===== src/rtl/clk_sched_pkg.sv =====
// Shared types and default values for the programmable clock scheduler.
package clk_sched_pkg;

  localparam int PKG_CNT_W      = 16;
  localparam int PKG_BURST_W    = 8;
  localparam int PKG_DEF_PERIOD = 25;
  localparam int PKG_DEF_ON     = 12;

  typedef enum logic [1:0] {
    ST_IDLE  = 2'd0,
    ST_RUN   = 2'd1,
    ST_DRAIN = 2'd2
  } state_t;

endpackage


===== src/rtl/clk_period_cnt.sv =====
// Period counter: counts 0..period-1 while running, drives the registered
// clock output and the end-of-period tick. Outputs trail the count by one cycle.
module clk_period_cnt #(
  parameter int CNT_W = 16
) (
  input  logic             clk_in,
  input  logic             rst_n,
  input  logic             run,
  input  logic [CNT_W-1:0] period,
  input  logic [CNT_W-1:0] on_cnt,
  output logic             wrap,
  output logic             clk_out,
  output logic             period_tick
);

  logic [CNT_W-1:0] cnt;

  assign wrap = run && (cnt == period - CNT_W'(1));

  // Advance the count, wrap at period-1, and register the compare results.
  always_ff @(posedge clk_in) begin
    if (!rst_n) begin
      cnt         <= '0;
      clk_out     <= 1'b0;
      period_tick <= 1'b0;
    end else begin
      clk_out     <= run && (cnt < on_cnt);
      period_tick <= wrap;
      if (!run || wrap) begin
        cnt <= '0;
      end else begin
        cnt <= cnt + CNT_W'(1);
      end
    end
  end

endmodule


===== src/rtl/clk_sched.sv =====
// Programmable clock scheduler: IDLE/RUN/DRAIN control, a one-deep config
// shadow register applied only at period boundaries, and burst counting.
module clk_sched
  import clk_sched_pkg::*;
#(
  parameter int CNT_W      = PKG_CNT_W,
  parameter int BURST_W    = PKG_BURST_W,
  parameter int DEF_PERIOD = PKG_DEF_PERIOD,
  parameter int DEF_ON     = PKG_DEF_ON
) (
  input  logic               clk_in,
  input  logic               rst_n,
  input  logic               start,
  input  logic               stop,
  input  logic               cfg_valid,
  output logic               cfg_ready,
  input  logic [CNT_W-1:0]   cfg_period,
  input  logic [CNT_W-1:0]   cfg_on,
  input  logic [BURST_W-1:0] cfg_burst,
  output logic               cfg_err,
  output logic               clk_out,
  output logic               period_tick,
  output logic               busy,
  output logic               done
);

  state_t             state;
  logic [CNT_W-1:0]   act_period;
  logic [CNT_W-1:0]   act_on;
  logic [BURST_W-1:0] act_burst;
  logic [CNT_W-1:0]   sh_period;
  logic [CNT_W-1:0]   sh_on;
  logic [BURST_W-1:0] sh_burst;
  logic               sh_valid;
  logic [BURST_W-1:0] burst_cnt;

  logic running;
  logic wrap;
  logic handshake;
  logic cfg_bad;
  logic burst_end;
  logic finish;

  assign running   = (state != ST_IDLE);
  assign cfg_ready = !sh_valid;
  assign handshake = cfg_valid && !sh_valid;
  assign cfg_bad   = (cfg_period < CNT_W'(2)) || (cfg_on > cfg_period);
  assign burst_end = wrap && (act_burst != '0) &&
                     ((burst_cnt + BURST_W'(1)) == act_burst);
  assign finish    = wrap && (burst_end || (state == ST_DRAIN) || stop);

  clk_period_cnt #(
    .CNT_W (CNT_W)
  ) u_period_cnt (
    .clk_in      (clk_in),
    .rst_n       (rst_n),
    .run         (running),
    .period      (act_period),
    .on_cnt      (act_on),
    .wrap        (wrap),
    .clk_out     (clk_out),
    .period_tick (period_tick)
  );

  // Control FSM, config shadow/active registers, burst counting and status pulses.
  always_ff @(posedge clk_in) begin
    if (!rst_n) begin
      state      <= ST_IDLE;
      act_period <= CNT_W'(DEF_PERIOD);
      act_on     <= CNT_W'(DEF_ON);
      act_burst  <= '0;
      sh_period  <= '0;
      sh_on      <= '0;
      sh_burst   <= '0;
      sh_valid   <= 1'b0;
      burst_cnt  <= '0;
      done       <= 1'b0;
      cfg_err    <= 1'b0;
      busy       <= 1'b0;
    end else begin
      done    <= finish;
      busy    <= running;
      cfg_err <= handshake && cfg_bad;

      if (handshake && !cfg_bad) begin
        sh_period <= cfg_period;
        sh_on     <= cfg_on;
        sh_burst  <= cfg_burst;
        sh_valid  <= 1'b1;
      end

      case (state)
        ST_IDLE: begin
          if (sh_valid) begin
            act_period <= sh_period;
            act_on     <= sh_on;
            act_burst  <= sh_burst;
            sh_valid   <= 1'b0;
          end
          if (start) begin
            state     <= ST_RUN;
            burst_cnt <= '0;
          end
        end
        ST_RUN, ST_DRAIN: begin
          if (wrap) begin
            if (sh_valid) begin
              act_period <= sh_period;
              act_on     <= sh_on;
              act_burst  <= sh_burst;
              sh_valid   <= 1'b0;
              burst_cnt  <= '0;
            end else if (act_burst != '0) begin
              burst_cnt <= burst_cnt + BURST_W'(1);
            end
            if (finish) begin
              state     <= ST_IDLE;
              burst_cnt <= '0;
            end
          end else if ((state == ST_RUN) && stop) begin
            state <= ST_DRAIN;
          end
        end
        default: begin
          state <= ST_IDLE;
        end
      endcase
    end
  end

endmodule


===== config.mk =====
export PLATFORM = sky130hd
export DESIGN_NAME = clk_sched
export DESIGN_NICKNAME = d
export VERILOG_FILES = /design/src/rtl/clk_sched_pkg.sv /design/src/rtl/clk_period_cnt.sv /design/src/rtl/clk_sched.sv
export SDC_FILE = /design/constraint.sdc
export NUM_CORES = 1
export LEC_CHECK = 0
export CAP_MARGIN = 20
export CELL_PAD_IN_SITES_DETAIL_PLACEMENT = 0
export CELL_PAD_IN_SITES_GLOBAL_PLACEMENT = 2
export CORE_ASPECT_RATIO = 1.75
export CORE_MARGIN = 3
export CORE_UTILIZATION = 35
export DETAILED_ROUTE_END_ITERATION = 8
export GPL_TIMING_DRIVEN = 1
export PLACE_DENSITY = 0.76
export SLEW_MARGIN = 20
export SYNTH_ARGS = -nofsm -noshare
export SYNTH_HDL_FRONTEND = slang
export SYNTH_HIERARCHICAL = 1
export SYNTH_SLANG_ARGS = --single-unit

===== constraint.sdc =====
create_clock -name clk_in -period 4 [get_ports clk_in]
set_input_delay 0.6 -clock clk_in [delete_from_list [all_inputs] [get_ports clk_in]]
set_output_delay 0.6 -clock clk_in [all_outputs]
set_load 0.01 [all_outputs]

=== Yosys cells after proc, flatten, opt, wreduce, memory -nomap -nowiden ===
Cells that the tools add are included.

* Register bits: 112
* Bits of input ports: 45
* Output and inout port bits: 6
* Logic and storage cells: 80

* Add/subtract/negate cells: 3
* Order comparisons: 3
* Eq/ne operators: 9
* Multiplexer cells: 24
* Bitwise operators: 1
* Reduce and logical (&&, ||, !) cells: 25

{| class="wikitable"
|+ Operators with widths
! kind !! number
|-
| 16-bit 2-to-1 mux || 4
|-
| 16-bit case mux with 2 select lines || 2
|-
| 8-bit 2-to-1 mux || 7
|-
| 8-bit case mux with 2 select lines || 2
|-
| 16-bit by 1-bit adder with 16-bit output, second input constant || 1
|-
| 16-bit equality test || 1
|-
| 16-bit > comparator || 1
|-
| 16-bit less-than comparator || 1
|-
| 16-bit by 2-bit less-than comparator with 1-bit output, second input constant || 1
|-
| 16-bit by 1-bit subtractor with 16-bit output, second input constant || 1
|-
| 1-bit logical AND || 9
|-
| 8-bit by 1-bit adder with 8-bit output, second input constant || 1
|-
| 8-bit equality test || 1
|-
| 2-bit 2-to-1 mux || 4
|-
| 8-bit nonzero test || 1
|-
| 1-bit logical OR || 4
|-
| 4-bit inequality test, second input constant || 1
|-
| 2-bit case mux with 2 select lines || 1
|-
| 4-bit AND reduction || 1
|-
| 2-bit nonzero test || 2
|-
| 2-bit OR reduction || 2
|-
| 1-bit zero test || 3
|-
| 1-bit 2-to-1 mux || 3
|-
| 3-bit by 2-bit inequality test with 1-bit output, second input constant || 1
|-
| 10 further kinds || 10
|}

=== Longest topological paths before layout ===
* Word-level depth: 11
* Gate-level depth with buffers: 17
* Gate-level depth less buffers: 15

=== Cells and area by module ===
The synthesis kept the hierarchy.

{| class="wikitable"
|+ By module, submodules not included
! module !! instances !! cells each !! area an instance (um^2) !! sequential area each (um^2)
|-
| clk_sched || 1 || 544 || 4511.8 || 1881.8
|-
| clk_period_cnt || 1 || 210 || 1735.4 || 360.3
|}

=== Worst setup path after synthesis ===
No wires, ideal clock.

* Kind: register to register
* Start point: register act_period[0]
* End point: register burst_cnt[1]
* Setup time: 122 ps
* Arrival time: 3016 ps
* Data required time: 3878 ps
* Slack: 862 ps
* Cell stages (with the launch flop): 15
* Path buffers: 2
* Period minus slack after synthesis: 3138 ps
* Cell sequence: dfxtp_1 -> inv_1 -> ha_1 -> nor3b_1 -> nand3_1 -> or4b_2 -> nand2_1 -> and4_1 -> buf_6 -> and2_2 -> nor2b_1 -> nor3_1 -> nor2b_1 -> clkbuf_2 -> a221o_1

* Cells in the longest elaborated chain, start to end: 11
* Elaborated cells between the ends (all ways): 14
* Classes of those cells: add/sub: 1; eq/ne: 3; mux: 3; reduce/logical: 7

{| class="wikitable"
|+ RTL lines
! element !! line !! text
|-
| start, declared || clk_sched.sv:28 || <nowiki>logic [CNT_W-1:0] act_period;</nowiki>
|-
| start signal, assigned || clk_sched.sv:69 || <nowiki>act_period <= CNT_W'(DEF_PERIOD);</nowiki>
|-
| start signal, assigned || clk_sched.sv:95 || <nowiki>act_period <= sh_period;</nowiki>
|-
| start signal, assigned || clk_sched.sv:108 || <nowiki>act_period <= sh_period;</nowiki>
|-
| 16-bit by 1-bit subtractor with 16-bit output (*) || clk_period_cnt.sv:18 || <nowiki>assign wrap = run && (cnt == period - CNT_W'(1));</nowiki>
|-
| 16-bit equality test (*) || clk_period_cnt.sv:18 ||
|-
| 1-bit logical AND (*) || clk_period_cnt.sv:18 ||
|-
| via wrap || clk_sched.sv:38 || <nowiki>logic wrap;</nowiki>
|-
| 1-bit logical AND (2 in a row) || clk_sched.sv:48 || <nowiki>assign burst_end = wrap && (act_burst != '0) &&</nowiki>
|-
| 1-bit logical OR (2 in a row) || clk_sched.sv:50 || <nowiki>assign finish = wrap && (burst_end || (state == ST_DRAIN) || stop);</nowiki>
|-
| 1-bit logical AND || clk_sched.sv:50 ||
|-
| 8-bit 2-to-1 mux || clk_sched.sv:116 || <nowiki>if (finish) begin</nowiki>
|-
| 8-bit 2-to-1 mux || clk_sched.sv:106 || <nowiki>if (wrap) begin</nowiki>
|-
| 8-bit case mux with 2 select lines || clk_sched.sv:92 || <nowiki>case (state)</nowiki>
|-
| end signal, assigned || clk_sched.sv:114 || <nowiki>burst_cnt <= burst_cnt + BURST_W'(1);</nowiki>
|-
| end, declared || clk_sched.sv:35 || <nowiki>logic [BURST_W-1:0] burst_cnt;</nowiki>
|}

The timed path passes the listed nets; every way through them passes the cells marked *. The select of a mux whose other input is x is not followed.
A chain may end at the register's enable or synchronous reset.

=== Final worst setup path ===
* Start point: register act_period[0]
* End point: register burst_cnt[0]

Same word-level chain as after synthesis.

==> results.json <==
{
  "status": "finished, final reports clean",
  "die_h_um": 182.7,
  "grt-ovfl-total": 0,
  "path_buf_inv": 1,
  "core_mm2": 0.01754,
  "cp-start-kind": "flip-flop",
  "clk_pin_slew_ns": 0.07,
  "gp_congestion": 0.8081,
  "slew_violations": 0,
  "total_power_mw": 2.953,
  "post_cts_buffers": 0,
  "post-place-ws_ns": 0.1184,
  "wl_per_cell_um": 15.02,
  "crit_fanout": 8,
  "leakage_nw": 2.706,
  "cp_common_cell": "nor2b_1",
  "synthXorXnorAreaFrac_pct": 6.169,
  "synth_cell_types": 64,
  "synthMuxAreaShare_pct": 7.070,
  "drt_iter0_markers": 121,
  "slowest_stage": "or4_4",
  "nets": 868,
  "cts_inserted_buffers": 9,
  "ys.flop_type": "dfxtp_1",
  "synth-seq-cells": 112,
  "fill_cells": 1814,
  "grt_pass1_vias": 5184,
  "drc": 0,
  "yosys_warnings": 6,
  "synth_edf_count": 0,
  "synth-compound-area-share_pct": 12.12,
  "antenna_found_initial": 0,
  "cts_tree": "built",
  "r2r-end": "burst_cnt[0]",
  "hold_viol": 0,
  "tightest_slew_ns": 0.8294,
  "ir_drop_mv": 0.1925,
  "cp_top_family": "simple AND/OR/NAND/NOR gates",
  "hold_end": "sh_on[13]",
  "synth_top_area_cell": "dfxtp_1",
  "synthesis.nets": 838,
  "fp-row-count": 64,
  "holdCritStartpoint": "sh_on[13]",
  "r2r_start": "act_period[0]",
  "dp_hpwl_mm": 11.73,
  "vias": 5123,
  "gr-usage-all-layers_pct": 16.32,
  "max_freq_ghz": 0.2796,
  "synthArstFlopShare_pct": 0,
  "setup.worst_path.class": "flip-flop to flip-flop",
  "synth.area.top_cells": "dfxtp_1 36%, nand2_1 11%, ha_1 7.8%, mux2i_1 6.9%, a21boi_0 4.3%",
  "io_buffer_count": 50,
  "cp.required_ns": 4.30,
  "synthCells": 754,
  "initial_core_util_pct": 35.62,
  "insertion_delay_ns": 0.36,
  "clock_path_buffers": 2,
  "firstDrtPassIters": 4,
  "ff2ff_setup_slack_ns": 0.42,
  "utilization_pct": 41.08,
  "synth_top_family_by_area": "simple AND/OR/NAND/NOR gates",
  "fin_skew_ns": 0.008520,
  "layout_min_cycle_time_ns": 3.577,
  "grt_max_degree": 124,
  "postCtsResizedCells": 0,
  "synth_area_mm2": 0.006247,
  "yosysSeqAreaShare_pct": 35.89,
  "max_stage_delay_ns": 0.54,
  "final.setup.tns_ns": 0,
  "numClockSinks": 112,
  "yosysTopAreaCellShare_pct": 35.89,
  "min_path_type": "flip-flop to flip-flop",
  "rsz0062_at_grt": "no",
  "grt_pass1_wl_mm": 25.75,
  "maxSlewHeadroom_pct": 44.57,
  "yosysMostFrequentCell": "nand2_1",
  "finalCritPeriodShare_pct": 89.43,
  "cap_violations": 0,
  "end_kind": "flip-flop",
  "drt-total-wl_mm": 15.31,
  "holdPathStages": 2,
  "drive_above_1_share_pct": 5.964,
  "io-pin-count": 51,
  "synthAdderAreaFrac_pct": 7.811,
  "drtAntennaViolNets": 0,
  "cp_data_arrival_time_ns": 3.88,
  "postCtsHoldBufs": 0,
  "fin_ws_ns": 0.4230,
  "powerDensity_mw_per_mm2": 409.9,
  "fp.dieW_um": 107.0,
  "cp_cell_sequence": "buf_4 > or4_4 > nor4_4 > mux2_2 > mux2i_1 > o21ai_1 > and4_1 > and2_2 > nor2b_1 > nor3_1 > nor2b_1 > nor2b_1 > o21ai_0 > o21a_1",
  "antenna_cells": 0,
  "htreeDepth": 3,
  "yosys.area_share.simple_pct": 24.97,
  "finalSetupViolCount": 0,
  "crit_path_start": "act_period[0]",
  "ys_top_cells_by_count": "187 x nand2_1, 112 x dfxtp_1, 43 x mux2i_1",
  "die-area_mm2": 0.01955,
  "avgSynthCellArea_um2": 8.285,
  "syn_to_final_growth_pct": 15.32,
  "viasPerCell": 5.027,
  "reg2regPathDepth": 14,
  "root_buffer": "clkbuf_16"
}
==> routing by layer <==
layer | vias up | global-route usage, % | share of wire (%)
met5 | - | 0 | 0
met4 | 0 | 5.837 | 1.7
met3 | 19 | 2.536 | 2.2
met2 | 75 | 29.61 | 52
met1 | 2404 | 19.26 | 44
li1 | 2625 | - | -
==> layout make-up <==
class | instances | area, um^2 | area share, %
repair buffers | 60 | 601.8 | 8.354
clock inverters | 5 | 57.56 | 0.7989
clock buffers | 10 | 239.0 | 3.317
flip-flops and latches | 112 | 2242 | 31.12
multi-input cells | 563 | 3632 | 50.42
well taps | 231 | 289.0 | 4.012
inverters | 38 | 142.6 | 1.980
==> power by group <==
| part | internal, mW | leakage [nW] | switching, mW |
|---|---|---|---|
| Clock | 0.500 | 0.148 | 0.413 |
| Combinational | 0.308 | 1.65 | 0.441 |
| Sequential | 1.21 | 0.909 | 0.0814 |
==> layout by cell type (no fill, tap or decap), types with 3 or more instances in the layout <==
cell               n
nand2_1          187
dfxtp_1          112
clkdlybuf4s50_1   49
mux2i_1           43
ha_1              39
inv_1             38
a21boi_0          36
nand3_1           27
xnor2_1           26
a21oi_1           21
nor2_1            20
xor2_1            18
nor3_1            15
o21ai_0           14
nand4_1           11
nor4_1            10
nor2b_1            9
clkbuf_16          9
nor3_2             9
buf_4              8
nand2b_1           6
and3_1             5
a22oi_1            5
o21a_1             4
a2111oi_0          4
a21o_1             4
o22ai_1            3
o211ai_1           3
nand3b_1           3
nor3b_1            3
a31oi_1            3
==> tightest hold or removal path, delay by kind of cell (launching register included) <==
family	cells	cell delay [ns]
flip-flops	1	0.31
multiplexers	1	0.05
AND/OR/NAND/NOR	1	0.05
==> per-stage QoR <==
step,hold WS (ns),cells,instance area (um^2)
floorplan,0.4350,754,6247
global placement,0.4449,1004,6904
detailed placement,0.4476,1004,6904
CTS,0.4616,1019,7201
global route,0.4765,1019,7204
finish,0.4600,1019,7204
==> registers in the layout (all words and copies together), names as in the netlist, 2 cells and up <==
register	flops
u_period_cnt/cnt	16
sh_burst	8
burst_cnt	8
sh_period	16
sh_on	16
act_burst	8
act_period	16
act_on	16
state	2
==> how the worst max path moves through the flow <==
stage,slack [ns],endpoint,cells after the start
floorplan,0.86,burst_cnt[1],14
global placement,0.14,sh_period[9],10
detailed placement,0.12,sh_on[5],10
CTS,0.48,sh_on[5],10
global route,0.23,burst_cnt[0],14
finish,0.42,burst_cnt[0],14
==> cells by family (layout without fill, tap and decap cells) <==
group,count (synthesis),count (layout)
xor+xnor,44,44
buf+inv,79,113
compound gates,111,111
mux,44,44
flops,112,112
fa+ha+maj,39,39
simple gates,325,325
Power figures use the tool's default switching activity.
